### src/rtl/ttl74193_stepper.sv
// ---------------------------------------------------------------------------
// ttl74193_stepper
//
// Drives the CPu / CPd / CLR / /LD / D..A inputs of a 74193 up/down counter
// so that the counter reaches a requested 4-bit value. A shadow copy of the
// counter is kept in `cur`; a step request walks the shorter way around the
// mod-16 ring (a distance of 8 goes up). Every strobe is held active for
// PULSE_LOW cycles and followed by PULSE_GAP idle cycles so it survives the
// counter's input debounce.
//
// Optional feature (compile-time macro STEP_VERIFY_EN):
//   In the last cycle of every gap, q_fb is compared with the shadow value.
//   A mismatch sets the sticky err flag, abandons the remaining steps and
//   finishes the operation. Without the macro q_fb is unused and err is 0.
//
// Parameters:
//   PULSE_LOW  clk cycles a count/load/clear strobe is held active (>=1)
//   PULSE_GAP  clk cycles of idle between consecutive strobes (>=1)
//   TMR_W      phase timer width, must hold max(PULSE_LOW, PULSE_GAP)
//
// Ports:
//   clk       system clock
//   rst       asynchronous reset, active low
//   start     one-cycle request to step the counter to `target`
//   target    requested counter value, sampled with start
//   load_req  one-cycle request to parallel-load `load_val`
//   load_val  value to load, sampled with load_req
//   clr_req   one-cycle request to clear the counter
//   q_fb      counter QD..QA feedback (STEP_VERIFY_EN only)
//   cpu       up-count strobe, active low
//   cpd       down-count strobe, active low
//   clr       counter clear, active high
//   ld        counter parallel load, active low
//   dcba      parallel data {D,C,B,A}
//   cur       shadow counter value
//   busy      high whenever an operation is in progress
//   done      one-cycle completion pulse
//   err       sticky step-mismatch flag
// ---------------------------------------------------------------------------
module ttl74193_stepper #(
    parameter int PULSE_LOW = 20000,
    parameter int PULSE_GAP = 20000,
    parameter int TMR_W     = 20
) (
    input  logic       clk,
    input  logic       rst,
    input  logic       start,
    input  logic [3:0] target,
    input  logic       load_req,
    input  logic [3:0] load_val,
    input  logic       clr_req,
    input  logic [3:0] q_fb,
    output logic       cpu,
    output logic       cpd,
    output logic       clr,
    output logic       ld,
    output logic [3:0] dcba,
    output logic [3:0] cur,
    output logic       busy,
    output logic       done,
    output logic       err
);

    typedef enum logic [2:0] {
        S_IDLE,
        S_CLR,
        S_LOAD,
        S_STROBE,
        S_GAP,
        S_DONE
    } state_t;

    localparam logic [TMR_W-1:0] LOW_LAST = TMR_W'(PULSE_LOW - 1);
    localparam logic [TMR_W-1:0] GAP_LAST = TMR_W'(PULSE_GAP - 1);

    state_t             state_q, state_d;
    logic [TMR_W-1:0]   tmr_q,   tmr_d;
    logic [3:0]         cur_q,   cur_d;
    logic [3:0]         steps_q, steps_d;
    logic               up_q,    up_d;
    logic [3:0]         dcba_q,  dcba_d;
    logic               err_q,   err_d;

    // Ring distances in both directions; 4-bit subtraction gives the wrap.
    logic [3:0] dist_up;
    logic [3:0] dist_dn;
    logic       fb_mismatch;

    assign dist_up = target - cur_q;
    assign dist_dn = cur_q - target;

`ifdef STEP_VERIFY_EN
    assign fb_mismatch = (q_fb != cur_q);
`else
    logic unused_q_fb;
    assign unused_q_fb = ^q_fb;
    assign fb_mismatch = 1'b0;
`endif

    // NOTE: every variable driven here gets a default first, so no path
    // through the case statement leaves one unassigned and infers a latch.
    always_comb begin
        state_d = state_q;
        tmr_d   = tmr_q;
        cur_d   = cur_q;
        steps_d = steps_q;
        up_d    = up_q;
        dcba_d  = dcba_q;
        err_d   = err_q;

        unique case (state_q)
            S_IDLE: begin
                tmr_d = '0;
                if (clr_req) begin
                    state_d = S_CLR;
                end else if (load_req) begin
                    dcba_d  = load_val;
                    state_d = S_LOAD;
                end else if (start) begin
                    if (dist_up <= dist_dn) begin
                        up_d    = 1'b1;
                        steps_d = dist_up;
                    end else begin
                        up_d    = 1'b0;
                        steps_d = dist_dn;
                    end
                    // Both distances are zero only when already at target.
                    state_d = (dist_up == 4'd0) ? S_DONE : S_STROBE;
                end
            end

            S_CLR: begin
                if (tmr_q == LOW_LAST) begin
                    tmr_d   = '0;
                    cur_d   = 4'd0;
                    steps_d = 4'd0;
                    state_d = S_GAP;
                end else begin
                    tmr_d = tmr_q + TMR_W'(1);
                end
            end

            S_LOAD: begin
                if (tmr_q == LOW_LAST) begin
                    tmr_d   = '0;
                    cur_d   = dcba_q;
                    steps_d = 4'd0;
                    state_d = S_GAP;
                end else begin
                    tmr_d = tmr_q + TMR_W'(1);
                end
            end

            S_STROBE: begin
                if (tmr_q == LOW_LAST) begin
                    tmr_d   = '0;
                    cur_d   = up_q ? (cur_q + 4'd1) : (cur_q - 4'd1);
                    steps_d = steps_q - 4'd1;
                    state_d = S_GAP;
                end else begin
                    tmr_d = tmr_q + TMR_W'(1);
                end
            end

            S_GAP: begin
                if (tmr_q == GAP_LAST) begin
                    tmr_d = '0;
                    if (fb_mismatch) begin
                        // Counter disagrees with the shadow: stop stepping.
                        err_d   = 1'b1;
                        state_d = S_DONE;
                    end else if (steps_q != 4'd0) begin
                        state_d = S_STROBE;
                    end else begin
                        state_d = S_DONE;
                    end
                end else begin
                    tmr_d = tmr_q + TMR_W'(1);
                end
            end

            S_DONE: begin
                state_d = S_IDLE;
            end

            default: begin
                state_d = S_IDLE;
            end
        endcase
    end

    // NOTE: state registers use non-blocking assignments so every flop
    // samples the pre-edge value of every other flop.
    always_ff @(posedge clk or negedge rst) begin
        if (!rst) begin
            state_q <= S_IDLE;
            tmr_q   <= '0;
            cur_q   <= 4'd0;
            steps_q <= 4'd0;
            up_q    <= 1'b1;
            dcba_q  <= 4'd0;
            err_q   <= 1'b0;
        end else begin
            state_q <= state_d;
            tmr_q   <= tmr_d;
            cur_q   <= cur_d;
            steps_q <= steps_d;
            up_q    <= up_d;
            dcba_q  <= dcba_d;
            err_q   <= err_d;
        end
    end

    // Strobes decode from the registered state only, so each one is a clean
    // level for its whole phase and the two count strobes are exclusive.
    assign cpu  = !((state_q == S_STROBE) &&  up_q);
    assign cpd  = !((state_q == S_STROBE) && !up_q);
    assign clr  = (state_q == S_CLR);
    assign ld   = !(state_q == S_LOAD);
    assign dcba = dcba_q;
    assign cur  = cur_q;
    assign busy = (state_q != S_IDLE);
    assign done = (state_q == S_DONE);

`ifdef STEP_VERIFY_EN
    assign err = err_q;
`else
    assign err = 1'b0;
    logic unused_err_q;
    assign unused_err_q = err_q & err_d;
`endif

endmodule

### config.mk
export PLATFORM = sky130hd
export DESIGN_NAME = ttl74193_stepper
export DESIGN_NICKNAME = d
export VERILOG_FILES = /design/src/rtl/ttl74193_stepper.sv
export SDC_FILE = /design/constraint.sdc
export NUM_CORES = 1
export LEC_CHECK = 0
export BUFFER_PORTS_ARGS = -buffer_cell sky130_fd_sc_hd__buf_2
export CAP_MARGIN = 30
export CORE_ASPECT_RATIO = 1.1
export CORE_MARGIN = 5
export CORE_UTILIZATION = 52
export CTS_CLUSTER_DIAMETER = 50
export DETAILED_ROUTE_END_ITERATION = 8
export HOLD_SLACK_MARGIN = 0.1
export PLACE_DENSITY_LB_ADDON = 0.3
export SKIP_LAST_GASP = 1
export SLEW_MARGIN = 30
export SYNTH_ARGS = -nofsm -noshare
export SYNTH_HDL_FRONTEND = slang
export SYNTH_SLANG_ARGS = --single-unit
### constraint.sdc
create_clock -name clk -period 2.5 [get_ports clk]
set_input_delay 0.25 -clock clk [delete_from_list [all_inputs] [get_ports clk]]
set_output_delay 0.25 -clock clk [all_outputs]
set_load 0.01 [all_outputs]
# After elaboration in Yosys (flattened, before gate mapping)
# Index checks and enable logic that the tools add are counted.
# totals
ramBits	0
word_cells	74
mem_bits_ro	0
latchBits	0
ff_bits	36
memories	0
output_inout_bits	15
inputBits	17
# op_classes
muxes	22
bitwise	2
mul	0
n_reduce_logical	21
shifts	0
addsub	6
n_lt_le_gt_ge	1
eq_ne	16
n_div	0
# ops
op	n
20-bit one-hot mux with 2 select lines	1
4-bit 2-to-1 mux	9
4-bit one-hot mux with 3 select lines	2
3-bit 2-to-1 mux	7
20-bit by 1-bit adder with 20-bit output (second input constant)	1
20-bit by 15-bit == test with 1-bit output (second input constant)	1
20-bit 2-to-1 mux	1
2-bit != test (second input constant)	6
3-bit one-hot mux with 3 select lines	1
3-bit nonzero test	3
4-bit AND reduction	2
4-bit by 1-bit subtractor with 4-bit output (second input constant)	2
4-bit subtractor	2
3-bit by 2-bit == test with 1-bit output (second input constant)	2
3-bit == test (second input constant)	2
2-bit by 1-bit != test with 1-bit output (second input constant)	3
3-bit AND reduction	2
6-bit AND reduction	1
4-bit by 1-bit adder with 4-bit output (second input constant)	1
4-bit <= comparator	1
1-bit zero test	4
4-bit zero test	1
4-bit != test (second input constant)	1
4-bit nonzero test	1
other kinds (9)	11

# Depth between registers and ports, before layout
# Gate-level depths: netlist of the first run.
# depth
word_depth	7
ltp_mapped	12
mapped_depth_nobuf	12

# Worst setup path after synthesis of the first run
# OpenSTA, ideal clock, no wires.
# synth_timing
path_type	register -> register
from	reg cur_q[0] (netlist: cur[0])
to	reg steps_q[3]
path_slack_ns	-0.143
arrival_ns	2.509
stages_incl_launch_ff	10
setup_time_ns	0.134
required_ns	2.366
n_path_buf	0
period_less_slack_ns	2.643
path_cell_list	dfrtp_1 ha_1 fa_1 xnor2_1 ha_1 a211o_1 o211ai_1 mux2i_1 xor2_1 o211ai_1
# synth_via
elab_chain_len	7
elab_cells_between_ends	8
classes_between	add/sub: 2; order compare: 1; mux: 5
# synth_lines
item	line	text
start, declared	78	logic [3:0] cur_q, cur_d;
start signal, assigned	206	cur_q <= cur_d;
4-bit subtractor, on equally long branches	89, 90	
4-bit <= comparator	120	if (dist_up <= dist_dn) begin
4-bit 2-to-1 mux *	120	
4-bit 2-to-1 mux *	119	end else if (start) begin
4-bit 2-to-1 mux *	116	end else if (load_req) begin
4-bit 2-to-1 mux *	114	if (clr_req) begin
4-bit one-hot mux with 3 select lines *	111	unique case (state_q)
end signal, assigned	207	steps_q <= steps_d;
end, declared	79	logic [3:0] steps_q, steps_d;
# Mark *: on every way between the ends. The rest lies on a longest branch, timed or not. The select of a mux whose other input is x is not followed.
# A chain may end at the register's enable or synchronous reset.

# Final worst setup path of the first run
# Same ends and word-level chain as after synthesis.

==> results of run 1 <==
==> where the power goes <==
group / internal (W) / leakage (nW) / switching, W
sequential: 0.000720 / 0.472 / 0.000154
combinational: 0.000466 / 0.791 / 0.000668
clock: 0.000295 / 0.0541 / 0.000226
==> metrics by stage <==
step	area (µm²)	worst slack, ns	hold WS, ns	utilization (%)	cells
6_report	2887	-0.05389	0.1823	63.38	373
5_1_grt	2887	-0.2183	0.1625	63.38	373
4_1_cts	2872	-0.06219	0.1751	63.05	372
3_5_place_dp	2723	-0.1356	0.3929	59.78	362
3_3_place_gp	2716	-0.05006	0.3855	59.64	362
2_1_floorplan	2430	0.0005016	-0.04559	-	273
==> sequential cells by signal (all words and copies together) (netlist names) <==
name / count
cur: 4
steps_q: 4
up_q: 1
state_q: 3
tmr_q: 20
dcba: 4
==> final cells by class <==
cell class              count  share of cell area (%)
multi-input cells         210                   49.93
flip-flops and latches     36                   31.34
repair buffers             46                   10.23
well taps                  56                   2.427
clock buffers               5                   2.384
inverters                  17                   2.211
clock inverters             3                   1.474
==> worst min-delay path by stage <==
stage / startpoint / to / slack (ns)
3_3_place_gp: rst / cur[1] / 0.39
5_1_grt: load_val[0] / dcba[0] / 0.16
6_report: load_val[1] / dcba[1] / 0.18
4_1_cts: load_val[1] / dcba[1] / 0.18
2_1_floorplan: rst / cur[0] / -0.05
3_5_place_dp: rst / cur[1] / 0.39
==> cells in the final DEF, fill, tap and decap left out, types with 5 or more instances in the layout <==
cell type	instances
a31oi_1	14
nand4_1	5
o21ai_0	37
a21oi_1	14
inv_1	15
ha_1	10
nand3_1	10
and3_1	6
mux2_2	5
nor2_1	14
dfrtp_1	33
nand2_1	25
clkbuf_8	5
buf_2	26
buf_4	18
==> layer usage <==
metal / vias to the layer above / wire length [µm]
met4: 0 / 143
met1: 1070 / 2488
li1: 1086 / -
met5: - / 0
met2: 60 / 2983
met3: 13 / 267
==> what timing repair did <==
action | 4_1_cts | 5_1_grt
endpoints found under the setup margin | 3 | 3
gates resized for setup | 4 | 2
endpoints found under the hold margin | 35 | 0
buffers inserted | 1 | 1
pin swaps | 0 | 3
hold buffers | 1 | 0
==> synth_stat cells (2+ instances only) <==
library cell,instances,area (µm²)
nand4_1,5,31.28
a31oi_1,14,87.58
nand2b_1,2,12.51
mux2_2,5,56.30
xnor2_1,6,52.55
clkbuf_1,6,22.52
buf_4,2,15.01
and3_1,6,37.54
nand2_1,25,93.84
ha_1,13,162.7
o211ai_1,3,22.52
nor2_1,14,52.55
xor2_1,2,17.52
o21ai_0,37,185.2
nor4_1,3,18.77
inv_1,17,63.81
a41oi_1,2,17.52
a21o_1,3,22.52
nor3b_1,3,22.52
dfrtp_1,35,875.8
a31o_2,2,17.52
a21oi_1,14,70.07
and4_1,2,17.52
nand3_1,10,50.05
o311ai_0,2,17.52
a22oi_1,3,22.52
nor2b_1,4,25.02
nand3b_1,2,15.01
nor3_1,4,20.02
fa_1,3,60.06
==> worst max-delay path, cell delays in order (launching register included) <==
cell and delay [ns]:
dfrtp_2 0.44, inv_2 0.08, ha_4 0.12, inv_2 0.04, fa_2 0.34, xnor2_2 0.15, ha_1 0.31, a211o_1 0.27
o211ai_1 0.16, mux2i_1 0.27, xor2_1 0.17, o211ai_1 0.09
==> logic make-up (layout without fill, tap and decap cells) <==
group	after synthesis	count (layout)	share of synthesized area (%)
adders and majority gates	16	16	9.281
xor gates and xnor gates	8	8	2.920
buffers and inverters	27	71	4.900
DFF	36	36	37.59
and+or+nand+nor	90	90	20.07
other	1	1	0.1563
AOI/OAI and AO/OA	89	89	22.32
muxes	6	6	2.763
==> flow_summary_export.csv, run 1 <==
group,metric,value,unit
power_and_ir_drop,power_density,876.3,mW/mm²
worst_setup_path,crit_path_start,"cur[0]",
yosys,yosysUniqueCellTypes,54,
die,die-area,0.006075,mm²
yosys,syn_nets,306,
power_and_ir_drop,finalPower,0.002529,W
worst_setup_path,rrSetupSlack,-0.05,ns
clock_tree,root_buffer,"clkbuf_8",
yosys,synth_edf_count,0,
timing,max_freq,391.6,MHz
clock_tree,cts_buffer_depth,2,
run,drv_cap,0,
die,initial_core_util,52.69,%
worst_setup_path,cp-end-kind,"flip-flop",
clock_tree,cts_buffers,5,
global_route,grt_overflow_total,0,
timing,skew,0.004799,ns
yosys,yosysWarnings,0,
worst_setup_path,crit_arrival,2.73,ns
global_route,grt_usage,21.68,%
final_layout,fin_nets,349,
yosys,syn_inst,273,
placed_design,place_hpwl,4310,µm
global_route,gr-usage-met2,36.38,%
yosys,synth_seq_cells,36,
timing,setup-tns-final,-0.08952,ns
final_layout,multiInputGateArea,0.001441,mm²
die,die_w,74.77,µm
timing,worst_pin_slew,0.8224,ns
final_layout,diodes,0,
run_status,violations,"setup timing",
worst_setup_path,reg2reg_from,"cur[0]",
drt,vias_per_cell,5.976,
clock_tree,path_clk_slew,0.08,ns
global_route,grtUsageMet3,4.579,%
final_layout,seqCellArea,904.6,µm²
clock_tree,htree_levels,2,
yosys,syn-cell-area,0.002400,mm²
global_route,grt_start_max_net_pins,37,
yosys,ys.flop_type,"dfrtp_1",
global_route,antenna_found_initial,0,
timing,setup_viol,2,
worst_hold_path,hp-class,"in2reg",
worst_setup_path,crit_path_start_kind,"flip-flop",
final_layout,area_growth,20.28,%
timing,final.setup.worst_slack,-0.05389,ns
timing,hold_viol,0,
timing,period_needed,2.554,ns
clock_tree,cts_tree,"done",
placed_design,place_congestion,0.8634,
drt,initialDrtViolationCount,150,
drt,detail_route.drc_violations,0,
worst_setup_path,cp.required,2.67,ns
global_route,top_usage_layer,"met2",
worst_setup_path,critPathMaxFanout,4,
global_route,grt_pass1_vias,2176,
worst_setup_path,crit_end,"steps_q[3]",
run_status,status,"complete, but fails checks",
final_layout,num-fill-cells,399,
die,core-area,0.004554,mm²
global_route,grt_pass1_wl,9942,µm
drt,route.vias.total,2229,
clock_tree,clock_latency,0.29,ns
power_and_ir_drop,ir_worst_vdd,0.4851,mV
timing,max_slew_margin,45.17,%
die,pin_count,32,
timing,fin_crit_sh,102.2,%
timing,drv_slew,0,
worst_setup_path,ff2ff_path_depth,11,
final_layout,layout-drive-gt1-share,24.92,%
worst_hold_path,hold_depth,2,
drt,antenna_left,0,
placed_design,port_buffers,26,
drt,wl,5883,µm
power_and_ir_drop,power.leakage,1.317,nW
global_route,grtUsageMet1,25.92,%
drt,first_pass_iters,4,
die,num_rows,26,
clock_tree,numClockSinks,36,
yosys,async_reset_ff_share,100.0,%
yosys,synth_area_per_cell,8.790,µm²
yosys,seq_area_frac_synth,37.59,%
drt,avgRoutedWirePerCell,15.77,µm
worst_setup_path,path_class,"reg2reg",
die,die_h,81.25,µm
worst_setup_path,r2r_end,"steps_q[3]",
timing,rsz0062_at_grt,"true",
Note: power is estimated with default switching activity, not from simulation.
==> run 2, diff against run 1 <==
- CORE_UTILIZATION: 52 -> 54
- CTS_BUF_LIST: not set -> sky130_fd_sc_hd__clkbuf_8
==> run 2 against run 1 <==
The run still ends with setup timing left. Cell count up 0.27%. Maximum frequency down 5.5%. Final area up 0.35%. Sequential share of layout area down 0.11 points. Critical path type unchanged. Largest cell class unchanged. Largest power group unchanged. Highest routed layer unchanged.
==> flow_summary_export.csv, run 2 (synthesis results as in run 1) <==
group,metric,value,unit
timing,worst_pin_slew,0.8150,ns
final_layout,num-fill-cells,358,
timing,hold-worst-slack,0.1877,ns
die,core-area,0.004317,mm²
clock_tree,numClockSinks,36,
placed_design,place_congestion,0.8697,
die,num_rows,25,
global_route,grt_pass1_wl,10290,µm
clock_tree,cts_tree,"done",
final_layout,fin_nets,352,
die,die_w,73.56,µm
drt,avgRoutedWirePerCell,16.20,µm
placed_design,port_buffers,26,
drt,first_pass_iters,4,
final_layout,mostFrequentLayoutCells,"o21ai_0 (37), dfrtp_1 (33), buf_2 (26), nand2_1 (25), buf_4 (22)",
timing,setup_viol,3,
final_layout,final_common_cell,"o21ai_0",
global_route,grt_usage,22.65,%
final_layout,layout-drive-gt1-share,25.94,%
final_layout,largest_reg_flops,20,
final_layout,seqCellArea,904.6,µm²
worst_setup_path,slowest_stage,"dfrtp_2",
worst_setup_path,crit_path_start_kind,"flip-flop",
final_layout,area_growth,20.70,%
worst_setup_path,crit_chain,"inv_2 > ha_4 > inv_2 > fa_2 > xnor2_2 > ha_1 > a211o_1 > o211ai_1 > mux2i_1 > xor2_1 > o211ai_1",
timing,skew,0.009244,ns
power_and_ir_drop,ir_worst_vdd,0.6947,mV
die,die-area,0.005879,mm²
worst_setup_path,path_class,"reg2reg",
clock_tree,cts_buffers,5,
final_layout,diodes,0,
placed_design,post_dp_cell_area,0.002708,mm²
timing,max_freq,370.2,MHz
drt,initialDrtViolationCount,114,
clock_tree,cts_buffer_depth,2,
final_layout,final_area,0.002897,mm²
worst_setup_path,slowest_delay,0.44,ns
global_route,antenna_found_initial,0,
worst_setup_path,cp.required,2.66,ns
die,initial_core_util,55.59,%
timing,max_slew_margin,45.67,%
run,drv_cap,0,
global_route,grt_start_max_net_pins,37,
drt,vias_per_cell,6.000,
run_status,status,"complete, but fails checks",
run_status,violations,"setup timing",
drt,antenna_left,0,
timing,fin_crit_sh,108.1,%
power_and_ir_drop,finalPower,0.002562,W
die,die_h,79.92,µm
worst_hold_path,hp-class,"in2reg",
drt,route.vias.total,2244,
worst_setup_path,rrSetupSlack,-0.20,ns
timing,period_needed,2.701,ns
timing,setup-tns-final,-0.5123,ns
worst_setup_path,ff2ff_path_depth,11,
worst_setup_path,crit_arrival,2.86,ns
timing,drv_slew,0,
timing,final.setup.worst_slack,-0.2013,ns
clock_tree,root_buffer,"clkbuf_8",
power_and_ir_drop,power.leakage,1.327,nW
die,pin_count,32,
worst_setup_path,cp-end-kind,"flip-flop",
final_layout,multiInputGateArea,0.001444,mm²
worst_setup_path,critPathMaxFanout,5,
timing,rsz0062_at_grt,"true",
global_route,grt_overflow_total,0,
final_layout,regMostFlops,"tmr_q",
drt,detail_route.drc_violations,0,
clock_tree,path_clk_slew,0.08,ns
power_and_ir_drop,power_density,884.5,mW/mm²
placed_design,place_hpwl,4278,µm
global_route,grt_pass1_vias,2239,
timing,hold_viol,0,
drt,wl,6058,µm
clock_tree,clock_latency,0.29,ns
worst_hold_path,hold_depth,2,
clock_tree,htree_levels,2,
placed_design,post-place-ws,-0.1616,ns
[run 2: routing by layer]
metal  routed length (µm)  up-vias  track usage [%]
li1                     -     1089                -
met1                 2559     1061            26.85
met2                 2987       79            37.06
met3                  342       15            4.912
met4                  169        0            13.22
met5                    0        -                0
[run 2: what timing repair did]
| item | in CTS | in global routing |
|---|---|---|
| pin swaps | 4 | 2 |
| setup buffers | 4 | 3 |
| gates resized for setup | 7 | 0 |
| endpoints found under the setup margin | 3 | 4 |
| endpoints found under the hold margin | 35 | 0 |
| hold buffers | 1 | 0 |
[run 2: stage by stage]
| step | util, % | instances |
|---|---|---|
| global route | 67.10 | 374 |
| floorplan | - | 273 |
| detailed placement | 62.72 | 360 |
| global placement | 62.58 | 360 |
| CTS | 66.93 | 373 |
| finish | 67.10 | 374 |
[run 2: cell type report]
class / count / share of cell area (%)
inverters: 17 / 2.203
multi-input cells: 210 / 49.85
clock inverters: 3 / 1.469
flip-flops and latches: 36 / 31.23
well taps: 54 / 2.333
clock buffers: 5 / 2.376
repair buffers: 49 / 10.54
[run 2: power breakdown]
group	total [W]	switching, W	internal (W)
Clock	0.000523	0.000228	0.000295
Sequential	0.000874	0.000154	0.000720
Combinational	0.00116	0.000685	0.000480
[run 2: worst paths after layout]
| kind | startpoint | endpoint |
|---|---|---|
| setup / recovery | cur[0] | steps_q[3] |
| hold / removal | load_val[3] | dcba[3] |
| max in group asynchronous | rst | cur[1] |
| setup reg to reg | cur[0] | steps_q[3] |
| min in group asynchronous | rst | cur[0] |
| hold reg to reg | tmr_q[19] | tmr_q[19] |
[run 2: worst max-delay path: cells and delay by family, from the launching register on]
family	cells	cell delay, ns
fa+ha+maj	3	0.79
mux	1	0.29
buf+inv	2	0.12
flops	1	0.44
compound gates	3	0.59
xor+xnor	2	0.34
==> run 3, diff against run 2 <==
- CORE_UTILIZATION: 54 -> 64
- clock period: 2.5 -> 3.3 ns (I/O delays scaled with it)
==> run 3 against run 2 <==
The run now ends clean. Final area is 8.1% lower. Clock skew is 0.0016 ns lower. Sequential power is 24% lower. Setup slack improved by 0.58 ns. Count of clock-buffer cells in the layout increased by 1. Die area decreased by 14%. Sequential cell count stayed put. Combinational power shrank 30%. Sequential share of layout area increased by 2.7 points. Largest power group unchanged. Highest routed layer unchanged.
==> flow_summary_export.csv, run 3 (synthesis results as in run 1) <==
group,metric,value,unit
run_status,status,"finished, final reports clean",
drt,wl,5487,µm
timing,drv_slew,0,
timing,skew,0.007665,ns
clock_tree,cts_buffers,5,
drt,antenna_left,0,
worst_setup_path,crit_chain,"ha_1 > fa_1 > xnor2_1 > ha_1 > a211o_1 > o211ai_1 > mux2i_1 > xor2_1 > o211ai_1",
final_layout,largest_reg_flops,20,
timing,rsz0062_at_grt,"false",
timing,final.setup.worst_slack,0.3764,ns
final_layout,regMostFlops,"tmr_q",
placed_design,post-place-ws,0.3950,ns
clock_tree,path_clk_slew,0.08,ns
timing,max_slew_margin,46.66,%
worst_setup_path,path_class,"reg2reg",
placed_design,port_buffers,26,
timing,hold-worst-slack,0.1160,ns
drt,avgRoutedWirePerCell,15.63,µm
global_route,grt_start_max_net_pins,37,
placed_design,place_hpwl,3970,µm
clock_tree,numClockSinks,36,
final_layout,area_growth,10.90,%
global_route,grt_overflow_total,0,
final_layout,final_common_cell,"o21ai_0",
drt,initialDrtViolationCount,168,
worst_setup_path,critPathMaxFanout,6,
worst_setup_path,cp.required,3.47,ns
power_and_ir_drop,power.leakage,1.226,nW
final_layout,fin_nets,333,
die,pin_count,32,
timing,fin_crit_sh,88.59,%
power_and_ir_drop,p_sw_share,42.80,%
worst_setup_path,crit_arrival,3.09,ns
worst_setup_path,slowest_delay,0.45,ns
clock_tree,cts_tree,"done",
die,initial_core_util,66.18,%
power_and_ir_drop,power_frac_comb,44.8,%
clock_tree,cts_buffer_depth,2,
placed_design,place_congestion,0.8281,
power_and_ir_drop,intPower,0.001036,W
global_route,antenna_found_initial,0,
die,die_w,68.39,µm
die,core-area,0.003626,mm²
power_and_ir_drop,ir_worst_vdd,0.4434,mV
global_route,grt_pass1_wl,9294,µm
global_route,grt_usage,24.28,%
timing,hold_viol,0,
timing,setup_viol,0,
clock_tree,cts_hold_buf,0,
power_and_ir_drop,seqPwrFrac,36.9,%
worst_setup_path,crit_path_start_kind,"flip-flop",
drt,first_pass_iters,5,
die,num_rows,23,
final_layout,diodes,0,
clock_tree,cts.repair.resized,0,
clock_tree,cts_setup_buffers,0,
clock_tree,root_buffer,"clkbuf_8",
clock_tree,clock_latency,0.29,ns
timing,setup-tns-final,0,ns
power_and_ir_drop,pwr-share-clk,18.3,%
drt,vias_per_cell,6.214,
die,die-area,0.005076,mm²
drt,detail_route.drc_violations,0,
timing,period_needed,2.924,ns
final_layout,layout-drive-gt1-share,17.28,%
power_and_ir_drop,p_switching,0.0007751,W
clock_tree,htree_levels,2,
die,die_h,74.23,µm
worst_setup_path,slowest_stage,"dfrtp_1",
final_layout,mostFrequentLayoutCells,"o21ai_0 (37), dfrtp_1 (35), buf_2 (26), nand2_1 (25), inv_1 (17)",
worst_hold_path,hp-class,"in2async",
run,drv_cap,0,
global_route,grt_pass1_vias,2041,
timing,worst_pin_slew,0.8001,ns
timing,max_freq,342.0,MHz
power_and_ir_drop,power_density,680.5,mW/mm²
worst_setup_path,cp-end-kind,"flip-flop",
drt,route.vias.total,2181,
run 3: worst max-delay path: cells and delay by family, from the launching register on:
family / cells / cell delay [ns]
adders and majority gates: 3 / 0.93
DFF: 1 / 0.45
AOI/OAI and AO/OA: 3 / 0.59
muxes: 1 / 0.27
xor gates and xnor gates: 2 / 0.55
run 3: area by class of cell:
class,count,area [µm²]
fillers,287,964.7
repair buffers,30,160.2
multi-input cells,210,1380
inverters,17,63.81
clock buffers,6,82.58
well taps,50,62.56
clock inverters,2,10.01
flip-flops and latches,36,902.1
run 3: power groups by stage:
stage               sequential (W)  clock [W]  combinational, W
finish                    0.000668   0.000331          0.000812
global route              0.000683   0.000359          0.000907
CTS                       0.000664   0.000337          0.000809
detailed placement        0.000672          0          0.000802
global placement          0.000667          0          0.000772
floorplan                 0.000636          0          0.000579
run 3: through the flow:
stage / cells / total power, W / area, µm² / util, %
after global routing: 351 / 0.001949 / 2661 / 73.40
final: 351 / 0.001811 / 2661 / 73.40
after detailed placement: 343 / 0.001474 / 2569 / 70.84
after global placement: 343 / 0.001439 / 2569 / 70.84
after floorplan: 273 / 0.001216 / 2400 / -
after CTS: 351 / 0.001809 / 2661 / 73.40
run 3: worst paths after layout:
path	slack, ns	to	from	cells after the start
setup reg to reg	0.38	steps_q[3]	cur[0]	9
max in group asynchronous	2.67	tmr_q[5]	rst	1
min in group clk	0.26	dcba[1]	load_val[1]	2
setup / recovery	0.38	steps_q[3]	cur[0]	9
hold reg to reg	0.49	tmr_q[14]	tmr_q[14]	1
hold / removal	0.12	steps_q[1]	rst	1
run 3: routing by layer:
metal / vias to the layer above / GRT usage, % / part of all wire [%]
met5: - / 0 / 0
met4: 0 / 10.82 / 1.6
met3: 9 / 4.834 / 4.9
met2: 72 / 41.46 / 54
met1: 1044 / 29.24 / 40
li1: 1056 / - / -
